## src/rtl/change56_to_64_pkg.sv

```systemverilog
// Shared definitions for the 56/64-bit width converters on the packing path.
package change56_to_64_pkg;

    localparam int IN_W      = 56;
    localparam int OUT_W     = 64;
    localparam int GROUP_IN  = 8;
    localparam int GROUP_OUT = 7;

    // Number of residual bits carried in temp after cnt input words of a group.
    // An empty group (cnt==0) carries nothing; otherwise 64-8*cnt bits remain.
    function automatic logic [6:0] residual_bits(input logic [2:0] cnt);
        if (cnt == 3'd0) begin
            return 7'd0;
        end else begin
            return 7'd64 - {1'b0, cnt, 3'b000};
        end
    endfunction

endpackage

```

## src/rtl/change56_to_64.sv

```systemverilog
// Packs a stream of 56-bit words into 64-bit words, MSB-first.
// Eight input words form a group that yields seven output words; a flush
// closes a partial group with a left-aligned, padded final word.
module change56_to_64
    import change56_to_64_pkg::*;
#(
    parameter logic [7:0] PAD_BYTE = 8'h00
) (
    input  logic              clk,
    input  logic              rst,
    input  logic              inflag,
    input  logic [IN_W-1:0]   Din,
    input  logic              flush,
    output logic [OUT_W-1:0]  Dout,
    output logic              D_flag,
    output logic              last
);

    // Group state: words accepted so far and right-aligned leftover bits.
    logic [2:0]        cnt_r;
    logic [IN_W-1:0]   temp_r;

    // Next-state values feeding the single register stage.
    logic [2:0]        cnt_nxt_s;
    logic [IN_W-1:0]   temp_nxt_s;
    logic [OUT_W-1:0]  dout_nxt_s;
    logic              dflag_nxt_s;
    logic              last_nxt_s;

    // Flush word construction helpers.
    logic [6:0]        resid_s;
    logic [6:0]        pad_shift_s;
    logic [OUT_W-1:0]  pad_mask_s;
    logic [OUT_W-1:0]  temp_ext_s;
    logic [OUT_W-1:0]  flush_word_s;

    // Left-align the residual bits and fill the low-order remainder with PAD_BYTE.
    always_comb begin
        resid_s      = residual_bits(cnt_r);
        pad_shift_s  = 7'd64 - resid_s;
        pad_mask_s   = (64'd1 << pad_shift_s) - 64'd1;
        temp_ext_s   = {8'd0, temp_r};
        flush_word_s = (temp_ext_s << pad_shift_s) | ({8{PAD_BYTE}} & pad_mask_s);
    end

    // Next-state and output selection; inflag has priority over flush.
    always_comb begin
        cnt_nxt_s   = cnt_r;
        temp_nxt_s  = temp_r;
        dout_nxt_s  = 64'd0;
        dflag_nxt_s = 1'b0;
        last_nxt_s  = 1'b0;
        if (inflag) begin
            cnt_nxt_s = cnt_r + 3'd1;
            case (cnt_r)
                3'd0: begin
                    // First word of a group only fills the residual register.
                    temp_nxt_s = Din;
                end
                3'd1: begin
                    dout_nxt_s  = {temp_r[55:0], Din[55:48]};
                    temp_nxt_s  = {8'd0, Din[47:0]};
                    dflag_nxt_s = 1'b1;
                end
                3'd2: begin
                    dout_nxt_s  = {temp_r[47:0], Din[55:40]};
                    temp_nxt_s  = {16'd0, Din[39:0]};
                    dflag_nxt_s = 1'b1;
                end
                3'd3: begin
                    dout_nxt_s  = {temp_r[39:0], Din[55:32]};
                    temp_nxt_s  = {24'd0, Din[31:0]};
                    dflag_nxt_s = 1'b1;
                end
                3'd4: begin
                    dout_nxt_s  = {temp_r[31:0], Din[55:24]};
                    temp_nxt_s  = {32'd0, Din[23:0]};
                    dflag_nxt_s = 1'b1;
                end
                3'd5: begin
                    dout_nxt_s  = {temp_r[23:0], Din[55:16]};
                    temp_nxt_s  = {40'd0, Din[15:0]};
                    dflag_nxt_s = 1'b1;
                end
                3'd6: begin
                    dout_nxt_s  = {temp_r[15:0], Din[55:8]};
                    temp_nxt_s  = {48'd0, Din[7:0]};
                    dflag_nxt_s = 1'b1;
                end
                3'd7: begin
                    // Eighth word completes the group exactly; nothing is left over.
                    dout_nxt_s  = {temp_r[7:0], Din[55:0]};
                    temp_nxt_s  = 56'd0;
                    dflag_nxt_s = 1'b1;
                    last_nxt_s  = 1'b1;
                end
                default: begin
                    cnt_nxt_s  = 3'd0;
                    temp_nxt_s = 56'd0;
                end
            endcase
        end else if (flush) begin
            if (cnt_r != 3'd0) begin
                dout_nxt_s  = flush_word_s;
                dflag_nxt_s = 1'b1;
                last_nxt_s  = 1'b1;
                cnt_nxt_s   = 3'd0;
                temp_nxt_s  = 56'd0;
            end else begin
                // Empty group: a flush has nothing to emit.
                cnt_nxt_s  = cnt_r;
                temp_nxt_s = temp_r;
            end
        end else begin
            // Idle: hold group state, outputs return to zero.
            cnt_nxt_s  = cnt_r;
            temp_nxt_s = temp_r;
        end
    end

    // Register group state and outputs; reset discards any partial group.
    always_ff @(posedge clk or negedge rst) begin
        if (!rst) begin
            cnt_r  <= 3'd0;
            temp_r <= 56'd0;
            Dout   <= 64'd0;
            D_flag <= 1'b0;
            last   <= 1'b0;
        end else begin
            cnt_r  <= cnt_nxt_s;
            temp_r <= temp_nxt_s;
            Dout   <= dout_nxt_s;
            D_flag <= dflag_nxt_s;
            last   <= last_nxt_s;
        end
    end

endmodule

```

## config.mk

```make
export PLATFORM = sky130hd
export DESIGN_NAME = change56_to_64
export DESIGN_NICKNAME = d
export VERILOG_FILES = /design/src/rtl/change56_to_64_pkg.sv /design/src/rtl/change56_to_64.sv
export SDC_FILE = /design/constraint.sdc
export NUM_CORES = 1
export LEC_CHECK = 0
export ABC_AREA = 1
export CORE_MARGIN = 2
export CORE_UTILIZATION = 47
export DETAILED_ROUTE_END_ITERATION = 8
export PLACE_DENSITY = 0.7
export SKIP_LAST_GASP = 1
export SYNTH_ARGS = -nofsm -noshare
export SYNTH_HDL_FRONTEND = slang
export SYNTH_SLANG_ARGS = --single-unit
```

## constraint.sdc

```tcl
create_clock -name clk -period 3 [get_ports clk]
set_clock_uncertainty 0.2 [all_clocks]
set_input_delay 0.6 -clock clk [delete_from_list [all_inputs] [get_ports clk]]
set_output_delay 0.6 -clock clk [all_outputs]
set_load 0.005 [all_outputs]
```

# Yosys cells after proc, flatten, opt, wreduce, memory -nomap -nowiden
# Cells that the tools add are included.
# op_classes
addsub,3
multipliers,0
div_mod_pow,0
magnitude_cmp,0
n_eq_ne,7
shift,1
mux,18
n_bitwise,0
reduce_logical,6
# op_table
op,n
56-bit case mux with 8 select lines,1
64-bit case mux with 7 select lines,1
64-bit 2-to-1 mux,3
56-bit 2-to-1 mux,3
56-bit by 7-bit left shift with 64-bit output,1
3-bit equality test (second input constant),4
3-bit 2-to-1 mux,3
7-bit 2-to-1 mux,1
7-bit OR reduction,1
7-bit by 6-bit subtractor with 7-bit output (first input constant),1
7-bit subtractor (first input constant),1
3-bit by 2-bit equality test with 1-bit output (second input constant),2
1-bit 2-to-1 mux,6
2-bit nonzero test,2
3-bit by 1-bit adder with 3-bit output (second input constant),1
3-bit by 1-bit equality test with 1-bit output (second input constant),1
3-bit logical NOT,1
3-bit nonzero test,1
2-bit AND reduction,1
# word_totals
reg_bits,125
latch_bits,0
ram_bits,0
rom_bits,0
in_bits,60
elab_cells,40
memories,0

# Longest topological paths before layout
# Gate-level depths: netlist of the first run.
# logic_depth
word_depth,7
ltp_mapped,15
depth_no_buf,12

# Least setup slack after synthesis of the first run
# OpenSTA, ideal clock, no wires.
# synth_timing
path_type,reg2reg
from,reg cnt_r[0]
to,reg Dout[49]
setup_ns,0.118
t_arrival_ns,2.074
slack_ns,0.608
stages_incl_launch_ff,11
cell_sequence,dfrtp_1 buf_6 inv_1 ha_1 ha_1 xor2_1 clkbuf_1 buf_2 nand3_1 nand3_1 nand2_1
# synth_via
elab_chain_len,7
# synth_lines
element,line,source
start: declaration,change56_to_64.sv:20,logic [2:0] cnt_r;
start signal: assignment,change56_to_64.sv:130,cnt_r <= cnt_nxt_s;
7-bit by 6-bit subtractor with 7-bit output or 3-bit logical NOT (tied branches),"change56_to_64_pkg.sv:15, change56_to_64_pkg.sv:12",
7-bit 2-to-1 mux,change56_to_64_pkg.sv:12,if (cnt == 3'd0) begin
7-bit subtractor,change56_to_64.sv:40,pad_shift_s = 7'd64 - resid_s;
56-bit by 7-bit left shift with 64-bit output,change56_to_64.sv:43,flush_word_s = (temp_ext_s << pad_shift_s) | ({8{PAD_BYTE}} & pad_mask_s);
64-bit 2-to-1 mux,change56_to_64.sv:103,if (cnt_r != 3'd0) begin
64-bit 2-to-1 mux,change56_to_64.sv:102,end else if (flush) begin
64-bit 2-to-1 mux (*),change56_to_64.sv:53,if (inflag) begin
named net dout_nxt_s[49],change56_to_64.sv:26,logic [OUT_W-1:0] dout_nxt_s;
end signal: assignment,change56_to_64.sv:132,Dout <= dout_nxt_s;
end: declaration,change56_to_64.sv:14,"output logic [OUT_W-1:0] Dout,"
# Mark *: on every way through the listed nets, which the timed path passes. The rest lies on a longest branch.
# A chain may end at the register's enable or synchronous reset.

# Worst setup path after layout of the first run
# layout_timing
from,reg cnt_r[0]
to,reg Dout[29]
# Same word-level chain as after synthesis.

==> results of run 1 <==
==> layout make-up <==
class                      count  area [sq um]
clock inverter                14           168
inverter                     122           458
timing repair buffer         170          1730
sequential                   125          3130
multi-input combinational   1239          5680
fill                        2070          8440
clock buffer                  18           429
tap                          270           338
==> power by group <==
part	internal (W)	leakage (nW)	switching, W	total [W]
registers	0.00226	1.65	0.000656	0.00291
logic	0.00280	3.94	0.00612	0.00892
clock network	0.00131	0.287	0.000865	0.00217
total	0.00637	5.87	0.00764	0.0140
==> repair_timing <==
item	in CTS	in global routing
setup endpoints to repair	0	0
endpoints found under the hold margin	31	0
hold buffers	1	0
==> how the worst max path moves through the flow <==
stage | endpoint | slack [ns] | cells past startpoint
5_1_grt | Dout[15] | 0.05 | 12
3_5_place_dp | Dout[60] | 0.25 | 12
3_3_place_gp | Dout[60] | 0.33 | 12
4_1_cts | Dout[60] | 0.24 | 12
2_1_floorplan | Dout[49] | 0.61 | 10
6_report | Dout[29] | 0.18 | 10
==> stage by stage <==
step	hold slack, ns	instances	power, W
final	0.314	1958	0.0140
after detailed placement	0.322	1925	0.0114
after CTS	0.310	1958	0.0136
after floorplan	0.104	1597	0.00793
after global routing	0.339	1958	0.0147
after global placement	0.321	1925	0.0114
==> sequential cells by signal (all words and copies together), names as in the netlist <==
name    count
temp_r     56
cnt_r       3
Dout       64
D_flag      1
last        1
==> cell families (layout without fill, tap and decap cells) <==
kind of cell	Yosys count	count (layout)	synth area share, %
compound gates	268	268	15.1
xor+xnor	1	1	0.0892
fa+ha+maj	10	10	1.27
buf+inv	233	324	10.6
flops	125	125	31.9
simple gates	960	960	41.1
==> cell usage after synthesis <==
| library cell | n |
|---|---|
| nand4_2 | 1 |
| buf_6 | 11 |
| buf_2 | 37 |
| xor2_1 | 1 |
| buf_4 | 3 |
| nand2_2 | 4 |
| o21ai_0 | 119 |
| nand2_4 | 4 |
| buf_8 | 2 |
| nor2_1 | 97 |
| nor2_8 | 2 |
| nand3_1 | 143 |
| dfrtp_1 | 125 |
| nor2_2 | 3 |
| nor2_4 | 2 |
| clkbuf_1 | 46 |
| o21ai_4 | 1 |
| a21oi_4 | 1 |
| clkbuf_2 | 5 |
| o21ai_1 | 11 |
| nand4_1 | 31 |
| nand3_4 | 1 |
| nand2_1 | 663 |
| nand3_2 | 9 |
| clkinv_1 | 1 |
| inv_2 | 5 |
| inv_1 | 116 |
| ha_1 | 10 |
| buf_1 | 7 |
| a21oi_1 | 44 |
| o22ai_1 | 92 |
==> per-layer routing <==
layer	part of all wire, %	global-route usage, %	vias to the layer above
met3	15	12.3	126
li1	-	-	5345
met5	0	0	-
met1	39	59.5	5450
met4	4.6	16.1	0
met2	41	59.9	995
==> critical path: cells and delay by family (launching register included) <==
kind | cells | cell delay, ns
buf+inv | 3 | 0.85
flops | 1 | 0.40
fa+ha+maj | 2 | 0.48
simple gates | 3 | 0.47
compound gates | 2 | 0.30
==> run_results.csv, run 1 <==
group,metric,value,unit
clock_network,clockRootBuffer,"clkbuf_16",
grt,grt_usage,41.9,%
critical_path,cp_cell_sequence,"inv_1, ha_1, ha_1, inv_1, buf_4, o21ai_0, a21oi_1, nand3_1, nand2_1, nand2_1",
yosys,yosysSeqAreaShare,31.9,%
pwr,leakage,5.87,nW
detailed_routing,ant_nets,0,
floorplanning,die-height,149,um
grt,antenna_found_initial,0,
yosys,syn-num-nets,1667,
placement,place_hpwl,32.4,mm
detailed_routing,dr_total_vias,11916,
yosys,synthTopCellsByArea,"dfrtp_1, nand2_1, nand3_1",
detailed_routing,viasPerCell,6.09,
sta,finalCriticalPeriod,2.82,ns
final_layout,finish.utilization,58.6,%
floorplanning,rows,52,
detailed_routing,drt-initial-drc-count,1787,
critical_path,crit_arrival,2.93,ns
floorplanning,dieWidth,149,um
yosys,synth_top_area_share,31.9,%
floorplanning,core,0.0204,sq mm
sta,finalSetupViolCount,0,
hold_path,holdPathStages,3,
hold_path,min_to,"cnt_r[1]",
pwr,peakVddDrop,0.00121,V
outcome,status,"finished, final reports clean",
clock_network,clkTransAtPathRegs,0.06,ns
final_layout,final_nets,1745,
grt,grt_pass1_wl,68.0,mm
critical_path,start_kind,"register",
final_layout,final_common_cell,"nand2_1",
floorplanning,ios,126,
sta,setup_slack,0.180,ns
sta,max-slew-margin-rel,46.2,%
grt,gr-total-overflow,0,
clock_network,insertion_delay,0.43,ns
grt,grt_pass1_vias,10548,
yosys,syn_avg_cell_area,6.15,sq um
placement,place.gp.congestion,1.05,
placement,placedInstanceArea,0.0113,sq mm
placement,portBuffers,125,
critical_path,worst_r2r_startpoint,"cnt_r[0]",
final_layout,drive_gt1_share,6.81,%
final_layout,insertedDiodeCount,0,
critical_path,cp.required,3.11,ns
clock_network,clockBufferDepth,2,
critical_path,reg2reg_setup_slack,0.18,ns
clock_network,postCtsSetupBuffers,0,
yosys,synth-seq-cells,125,
sta,worstMarginPinSlew,0.799,ns
final_layout,area_growth,21.4,%
final_layout,mostFrequentLayoutCells,"nand2_1, nand3_1, dfrtp_1, clkdlybuf4s50_1, o21ai_0",
yosys,synth_cell_type_count,31,
critical_path,slowest_stage,"buf_4",
clock_network,htree_levels,4,
critical_path,critPathLaunch,"cnt_r[0]",
sta,rsz0062_at_grt,"no",
floorplanning,initial_core_util,48.2,%
detailed_routing,wl_per_cell,23.6,um
critical_path,r2r_cells,10,
clock_network,cts_made_buffers,17,
sta,period_share,94.0,%
yosys,synth_largest_area_cell,"dfrtp_1",
sta,slew_viol_final,0,
clock_network,clkSinkCount,125,
critical_path,endpoint_kind,"register",
yosys,ys_warn_count,0,
detailed_routing,wl,46.3,mm
floorplanning,dieArea,0.0221,sq mm
job,maxCapViolations,0,
critical_path,timing.rr.end,"Dout[29]",
hold_path,holdCritPathClass,"in2reg",
grt,grt_start_max_net_pins,121,
hold_path,hp-start,"inflag",
detailed_routing,drtPass1Iterations,8,
yosys,synthCells,1597,
clock_network,cts_resized,0,
sta,hold_viol,0,
clock_network,cts_tree,"done",
sta,tns,0,ns
sta,fmax,355,MHz
yosys,synthesis.area,0.00982,sq mm
detailed_routing,drc,0,
critical_path,critPathKind,"reg2reg",
pwr,powerDensity,1170,mW/mm^2
critical_path,critPathMaxFanout,33,
critical_path,slowest_delay,0.46,ns
placement,place_ws,0.255,ns
final_layout,fin_area,0.0119,sq mm
Note: power is estimated with default switching activity, not from simulation.
==> run 2: changes to the inputs <==
- CORE_MARGIN: 2 -> default
- REMOVE_ABC_BUFFERS: default -> 1
==> run_results.csv, run 2 (synthesis results as in run 1) <==
group,metric,value,unit
outcome,status,"finished, final reports clean",
detailed_routing,dr_total_vias,11487,
detailed_routing,drt-initial-drc-count,1171,
sta,fmax,369,MHz
clock_network,cts_made_buffers,17,
hold_path,holdCritPathClass,"reg2reg",
detailed_routing,ant_nets,0,
final_layout,largest_register,"Dout",
sta,max-slew-margin-rel,52.5,%
grt,antenna_found_initial,0,
clock_network,clockBufferDepth,2,
final_layout,largest_reg_flops,64,
sta,worstMarginPinSlew,0.711,ns
floorplanning,ios,126,
floorplanning,dieArea,0.0215,sq mm
sta,finalSetupViolCount,0,
final_layout,multiInputGateArea,0.00568,sq mm
detailed_routing,wl_per_cell,18.8,um
sta,setup_slack,0.288,ns
detailed_routing,drc,0,
pwr,peakVddDrop,0.000628,V
grt,grt_start_max_net_pins,112,
floorplanning,rows,52,
pwr,seq_power_share,21.6,%
final_layout,final_nets,1750,
final_layout,drive_gt1_share,7.03,%
critical_path,crit_arrival,2.87,ns
final_layout,seq_area,0.00313,sq mm
clock_network,clkSinkCount,125,
placement,place.gp.congestion,0.956,
floorplanning,dieWidth,147,um
sta,rsz0062_at_grt,"no",
final_layout,nFillCells,2003,
grt,grt_pass1_wl,58.2,mm
pwr,internal_power,0.00632,W
critical_path,start_kind,"register",
detailed_routing,viasPerCell,5.85,
clock_network,cts_hold_buf,1,
pwr,leakage,5.86,nW
final_layout,final_common_cell,"nand2_1",
clock_network,postCtsSetupBuffers,0,
pwr,p_switching,0.00673,W
clock_network,clkTransAtPathRegs,0.06,ns
clock_network,htree_levels,4,
final_layout,mostFrequentLayoutCells,"nand2_1, nand3_1, dfrtp_1, clkdlybuf4s50_1, o21ai_0",
sta,finalCriticalPeriod,2.71,ns
detailed_routing,drtPass1Iterations,6,
critical_path,critPathMaxFanout,34,
placement,place_hpwl,23.7,mm
sta,hold_viol,0,
pwr,switching_share,51.6,%
grt,grt_pass1_vias,10556,
pwr,combinationalPowerShare,62.2,%
floorplanning,die-height,147,um
critical_path,critPathKind,"reg2reg",
pwr,powerDensity,1100,mW/mm^2
clock_network,cts_tree,"done",
placement,place_ws,0.388,ns
floorplanning,initial_core_util,48.2,%
job,maxCapViolations,0,
final_layout,insertedDiodeCount,0,
sta,period_share,90.4,%
placement,portBuffers,125,
sta,slew_viol_final,0,
grt,grt_usage,34.9,%
floorplanning,core,0.0204,sq mm
critical_path,cp.required,3.16,ns
critical_path,endpoint_kind,"register",
pwr,power_frac_clock,16.2,%
detailed_routing,wl,36.9,mm
final_layout,finish.utilization,58.3,%
clock_network,clockRootBuffer,"clkbuf_16",
final_layout,area_growth,21.0,%
clock_network,insertion_delay,0.43,ns
final_layout,reg_top3,"Dout (64), temp_r (56), cnt_r (3)",
grt,gr-total-overflow,0,
sta,tns,0,ns
sta,holdWs,0.343,ns
clock_network,cts_resized,0,
run 2: worst max-delay path, cell delays in order (launching register included):
cell	delay, ns
dfrtp_1	0.42
inv_1	0.12
ha_1	0.24
ha_1	0.21
inv_1	0.32
nand2_1	0.11
nor2_1	0.15
nand2_1	0.10
nor2_4	0.09
buf_4	0.37
nand3_1	0.19
nand2_1	0.11
run 2: power groups by stage:
| stage | registers (W) | clock network (W) | logic, W |
|---|---|---|---|
| 5_1_grt | 0.00288 | 0.00222 | 0.00885 |
| 3_3_place_gp | 0.00283 | 0 | 0.00783 |
| 6_report | 0.00282 | 0.00211 | 0.00811 |
| 2_1_floorplan | 0.00275 | 0 | 0.00447 |
| 4_1_cts | 0.00280 | 0.00213 | 0.00794 |
| 3_5_place_dp | 0.00283 | 0 | 0.00789 |
run 2: layout make-up:
class | count | area share, %
multi-input combinational | 1239 | 47.8
clock buffer | 20 | 3.76
inverter | 122 | 3.86
tap | 270 | 2.84
clock inverter | 12 | 1.22
timing repair buffer | 175 | 14.2
sequential | 125 | 26.3
run 2: worst paths after layout:
kind                             from         end  slack (ns)  depth (start not counted)
setup / recovery             cnt_r[1]    Dout[23]        0.29                         11
hold reg to reg            temp_r[49]  temp_r[49]        0.34                          2
min in group asynchronous         rst     Dout[0]        0.54                          2
setup reg to reg             cnt_r[1]    Dout[23]        0.29                         11
hold / removal             temp_r[49]  temp_r[49]        0.34                          2
max in group asynchronous         rst  temp_r[21]        1.34                          3
run 2: per-layer routing:
layer / wire (um) / global-route usage (%) / vias up
met5: 0 / 0 / -
met4: 1510 / 16.4 / 0
met3: 4210 / 7.53 / 112
met2: 16300 / 53.6 / 770
met1: 14900 / 46.7 / 5252
li1: - / - / 5353
run 2: stage by stage:
step / cells / cell area [sq um] / power [W]
floorplan: 1486 / 9230 / 0.00722
global placement: 1930 / 11300 / 0.0107
detailed placement: 1930 / 11300 / 0.0107
CTS: 1963 / 11900 / 0.0129
global route: 1963 / 11900 / 0.0140
finish: 1963 / 11900 / 0.0131
==> run 3: changes to the inputs <==
- CORE_MARGIN: default -> 1.5
- CORE_UTILIZATION: 47 -> 30
- PLACE_DENSITY: 0.7 -> default
- SETUP_SLACK_MARGIN: default -> 0.2
==> run_results.csv, run 3 (synthesis results as in run 1) <==
group,metric,value,unit
outcome,status,"finished with violations",
outcome,violations,"negative hold slack",
floorplanning,die-height,184,um
detailed_routing,drtPass1Iterations,6,
critical_path,start_kind,"register",
grt,grt_pass1_vias,11105,
detailed_routing,viasPerCell,5.41,
sta,holdWs,-0.0179,ns
detailed_routing,drc,0,
sta,worstMarginPinSlew,0.787,ns
clock_network,clockBufferDepth,2,
pwr,powerDensity,1100,mW/mm^2
sta,finalSetupViolCount,0,
grt,grt_pass1_wl,63.6,mm
final_layout,final_common_cell,"nand2_1",
floorplanning,core,0.0324,sq mm
sta,setup_slack,0.436,ns
clock_network,cts_hold_buf,0,
placement,place_ws,0.414,ns
clock_network,htree_levels,4,
clock_network,insertion_delay,0.43,ns
floorplanning,initial_core_util,30.3,%
critical_path,cp_cell_sequence,"ha_1, ha_1, clkinv_1, buf_4, nand4_1, buf_4, nand3_1, o21ai_1",
critical_path,crit_arrival,2.72,ns
critical_path,crit_family,"buffers and inverters",
floorplanning,rows,66,
pwr,leakage,5.89,nW
grt,grt_usage,24.5,%
pwr,peakVddDrop,0.000642,V
sta,max-slew-margin-rel,47.6,%
grt,antenna_found_initial,0,
grt,gr-total-overflow,0,
placement,place.gp.congestion,0.927,
clock_network,clkTransAtPathRegs,0.06,ns
detailed_routing,drt-initial-drc-count,1614,
critical_path,critPathKind,"reg2reg",
final_layout,area_growth,23.9,%
sta,hold_viol,7,
sta,rsz0062_at_grt,"no",
critical_path,slowest_stage,"clkinv_1",
hold_path,holdCritPathClass,"in2async",
final_layout,largest_register,"Dout",
floorplanning,dieArea,0.0338,sq mm
floorplanning,dieWidth,184,um
sta,fmax,390,MHz
placement,portBuffers,125,
critical_path,cp.required,3.15,ns
sta,finalCriticalPeriod,2.56,ns
job,maxCapViolations,0,
clock_network,clockRootBuffer,"clkbuf_16",
placement,placedInstanceArea,0.0115,sq mm
final_layout,largest_reg_flops,64,
final_layout,reg_top3,"Dout (64), temp_r (56), cnt_r (3)",
floorplanning,ios,126,
detailed_routing,wl,40.7,mm
critical_path,cp.buffers_inverters,3,
grt,grt_start_max_net_pins,65,
final_layout,fin_area,0.0122,sq mm
detailed_routing,dr_total_vias,11557,
detailed_routing,ant_nets,0,
final_layout,drive_gt1_share,7.32,%
critical_path,critPathMaxFanout,17,
critical_path,endpoint_kind,"register",
clock_network,cts_tree,"done",
critical_path,reg2reg_setup_slack,0.44,ns
critical_path,slowest_delay,0.46,ns
sta,slew_viol_final,0,
final_layout,final_nets,1751,
placement,place_hpwl,26.8,mm
sta,period_share,85.5,%
clock_network,clkSinkCount,125,
final_layout,mostFrequentLayoutCells,"nand2_1, nand3_1, dfrtp_1, clkdlybuf4s50_1, o21ai_0",
final_layout,insertedDiodeCount,0,
detailed_routing,wl_per_cell,19.1,um
clock_network,cts_made_buffers,17,
[run 3: cell types whose count changed in the layout (fill, tap and decap cells not counted)]
cell           previous run  this run
o21ai_1                  11        13
inv_6                     0         1
clkinv_4                  0         2
clkbuf_8                  1         2
inv_4                     0         1
buf_6                     0         1
o21ai_0                 119       117
inv_1                   116       115
clkinvlp_4                4         5
buf_12                    5         6
clkinv_2                  5         1
clkbuf_1                  2         0
dlygate4sd3_1             1         0
bufinv_16                 3         4
[run 3: metrics by stage]
step	total power [W]	setup TNS [ns]	hold slack [ns]	std cells	utilization (%)
2_1_floorplan	0.00722	-134.79	0.104	1486	-
3_3_place_gp	0.0109	0	0.331	2104	35.6
3_5_place_dp	0.0109	0	0.331	2104	35.6
4_1_cts	0.0133	0	0.00574	2136	37.6
5_1_grt	0.0144	0	0.0182	2136	37.6
6_report	0.0134	0	-0.0179	2136	37.6
[run 3: report_power, final]
group / internal [W] / total [W] / switching [W]
Combinational: 0.00275 / 0.00828 / 0.00553
Clock: 0.00144 / 0.00229 / 0.000851
Sequential: 0.00226 / 0.00285 / 0.000590
Total: 0.00645 / 0.0134 / 0.00697
[run 3: metal layers]
layer	share of wire, %	vias up	global-route usage (%)
met5	0	-	0
met4	3.5	0	11.6
met3	10	104	6.38
met2	44	719	37.2
met1	42	5384	32.3
li1	-	5350	-
[run 3: worst register-to-register path, cell delays in order, from the launching register on]
cell and delay (ns):
dfrtp_1 0.41, ha_1 0.21, ha_1 0.18, clkinv_1 0.46, buf_4 0.43, nand4_1 0.20, buf_4 0.23, nand3_1 0.09
o21ai_1 0.08
[run 3: repair_timing]
item / CTS / global route
buffers inserted: 0 / 0
setup endpoints to repair: 0 / 21
resized for setup: 0 / 5
endpoints found under the hold margin: 0 / 0
[run 3: worst paths after layout]
kind,from,end,cells after the start
worst max-delay path,cnt_r[1],temp_r[24],8
worst min-delay path,rst,Dout[60],1
worst max register to register,cnt_r[1],temp_r[24],8
worst min register to register,temp_r[55],temp_r[55],2
max in group asynchronous,rst,Dout[33],2
min in group clk,temp_r[55],temp_r[55],2
[run 3: layout make-up]
| class | count | area, sq um |
|---|---|---|
| clock inverter | 13 | 189 |
| multi-input combinational | 1239 | 5680 |
| tap | 442 | 553 |
| sequential | 125 | 3130 |
| clock buffer | 19 | 453 |
| fill | 3551 | 20200 |
| inverter | 122 | 460 |
| timing repair buffer | 176 | 1710 |
==> RTL change: new RTL, flow settings as in run 1 <==
Put one more register stage on the output `D_flag`, with the module's reset. The value now appears one clock later. The other outputs are not delayed to match.
--- a/src/rtl/change56_to_64.sv
+++ b/src/rtl/change56_to_64.sv
@@ -16,4 +16,6 @@
     output logic              last
 );
+
+    logic D_flag_s0;
 
     // Group state: words accepted so far and right-aligned leftover bits.
@@ -125,5 +127,5 @@
             temp_r <= 56'd0;
             Dout   <= 64'd0;
-            D_flag <= 1'b0;
+            D_flag_s0 <= 1'b0;
             last   <= 1'b0;
         end else begin
@@ -131,6 +133,14 @@
             temp_r <= temp_nxt_s;
             Dout   <= dout_nxt_s;
-            D_flag <= dflag_nxt_s;
+            D_flag_s0 <= dflag_nxt_s;
             last   <= last_nxt_s;
+        end
+    end
+
+    always_ff @(posedge clk or negedge rst) begin
+        if (!rst) begin
+            D_flag <= '0;
+        end else begin
+            D_flag <= D_flag_s0;
         end
     end
Check against the original RTL: not equivalent (Yosys sat finds a counterexample within 4 cycles, from zero or initial values and one cycle with rst low).
==> RTL change against run 1 <==
Wire length down 9.7%. Sequential cell count up 1. Count of clock-buffer cells in the layout unchanged. Maximum frequency down 0.69%. Worst setup slack worse by 20 ps. Area after synthesis down 2.7%. Final area down 1.4%. Power down 4.1%. First-iteration DRC count down 11%. Hold slack worse by 150 ps. Clock power down 5%. Global-route usage down 2.9 points. Non-clock buffer count up 6. Critical path type unchanged. Highest routed layer is now met5.
==> RTL change: results <==
metrics = {
    "synth": {
        "synth_xor_area_frac": 0.000917,
        "synth_compound_area_frac": 0.166,
        "synthAdderAreaFrac": 0.0131,
        "syn_avg_cell_area_um2": 6.14,
        "syn-num-nets": 1627,
        "synth_top_cells_by_area": "dfrtp_1, nand2_1, nand3_1, o21ai_0, o22ai_1",
        "synth_common_cells": "nand2_1, nand3_1, o21ai_0, dfrtp_1, inv_1",
    },
    "placement": {
        "detailed_place_hpwl_mm": 30.5,
        "dpl_worst_slack_ps": 210,
        "placed_area_um2": 11200,
    },
    "sta": {
        "whs_ps": 166,
        "slew_headroom": 0.594,
    },
    "worst_setup_path": {
        "r2r_setup_slack_ps": 160,
        "critical_path.top_delay_family": "simple AND/OR/NAND/NOR gates",
        "crit_path_top_delay_cell": "dfrtp_1",
        "worstReg2RegEnd": "temp_r[34]$_DFFE_PN0P_",
    },
    "final_layout": {
        "fill_cells": 1989,
        "layout-drive-gt1-share": 0.0646,
        "num-nets-final": 1714,
    },
    "min_path": {
        "min_from": "D_flag_s0$_DFF_PN0_",
        "hold_depth": 0,
        "min_path_type": "reg -> reg",
    },
    "route": {
        "drt_iter0_drc": 1598,
        "first_pass_iters": 6,
        "avgRoutedWirePerCell_um": 21.7,
    },
    "global_route": {
        "grt_max_degree": 61,
        "grt_pass1_vias": 10100,
        "grt_pass1_wl_mm": 63.1,
    },
    "pwr": {
        "leakage_nw": 5.64,
    },
    "status": {
        "status": "finished, final reports clean",
    },
}
==> RTL change: changes by cell type after synthesis, sizes merged, moves of 2 or more <==
cell           run 1  this run
nand2            671       621
o21ai            131       146
buf               60        51
inv              121       112
clkbuf            51        57
nand3            153       158
nand4             32        29
nor2             104       101
nor3               0         3
o31ai              0         3
o22ai             92        94
==> RTL change: how the worst max path moves through the flow <==
stage,cells after the start,to,slack (ps)
floorplan,11,Dout[38]$_DFF_PN0_,510
global placement,8,temp_r[29]$_DFFE_PN0P_,220
detailed placement,10,temp_r[34]$_DFFE_PN0P_,210
CTS,10,temp_r[34]$_DFFE_PN0P_,180
global route,8,temp_r[31]$_DFFE_PN0P_,20
finish,10,temp_r[34]$_DFFE_PN0P_,160
==> RTL change: routing by layer <==
layer  GRT usage  wire length, um  up-vias
met5      0.0341               85        -
met4       0.126             1240        2
met3       0.158             6360       66
met2       0.512            16500      837
met1       0.572            17700     5154
li1            -                -     5275
==> RTL change: power by group through the flow <==
stage	clock [W]	combinational [W]	sequential, W
after CTS	0.00209	0.00809	0.00292
after floorplan	0	0.00492	0.00269
final	0.00207	0.00839	0.00297
after global placement	0	0.00805	0.00295
after global routing	0.00216	0.00906	0.00300
after detailed placement	0	0.00805	0.00295
==> RTL change: final cells by class <==
cell class,count,share of cell area
well taps,270,0.0287
clock inverters,14,0.0116
inverters,112,0.0358
repair buffers,176,0.150
clock buffers,18,0.0374
flip-flops and latches,126,0.268
multi-input cells,1211,0.469
==> RTL change: worst register-to-register path: stages (launching register included) <==
cell     delay [ps]
dfrtp_1         370
buf_4           220
ha_1            270
ha_1            360
nor2_1          180
nand4_2         270
nand2_2         200
buf_4           220
nor2_1           90
buf_4           200
o21ai_0         170
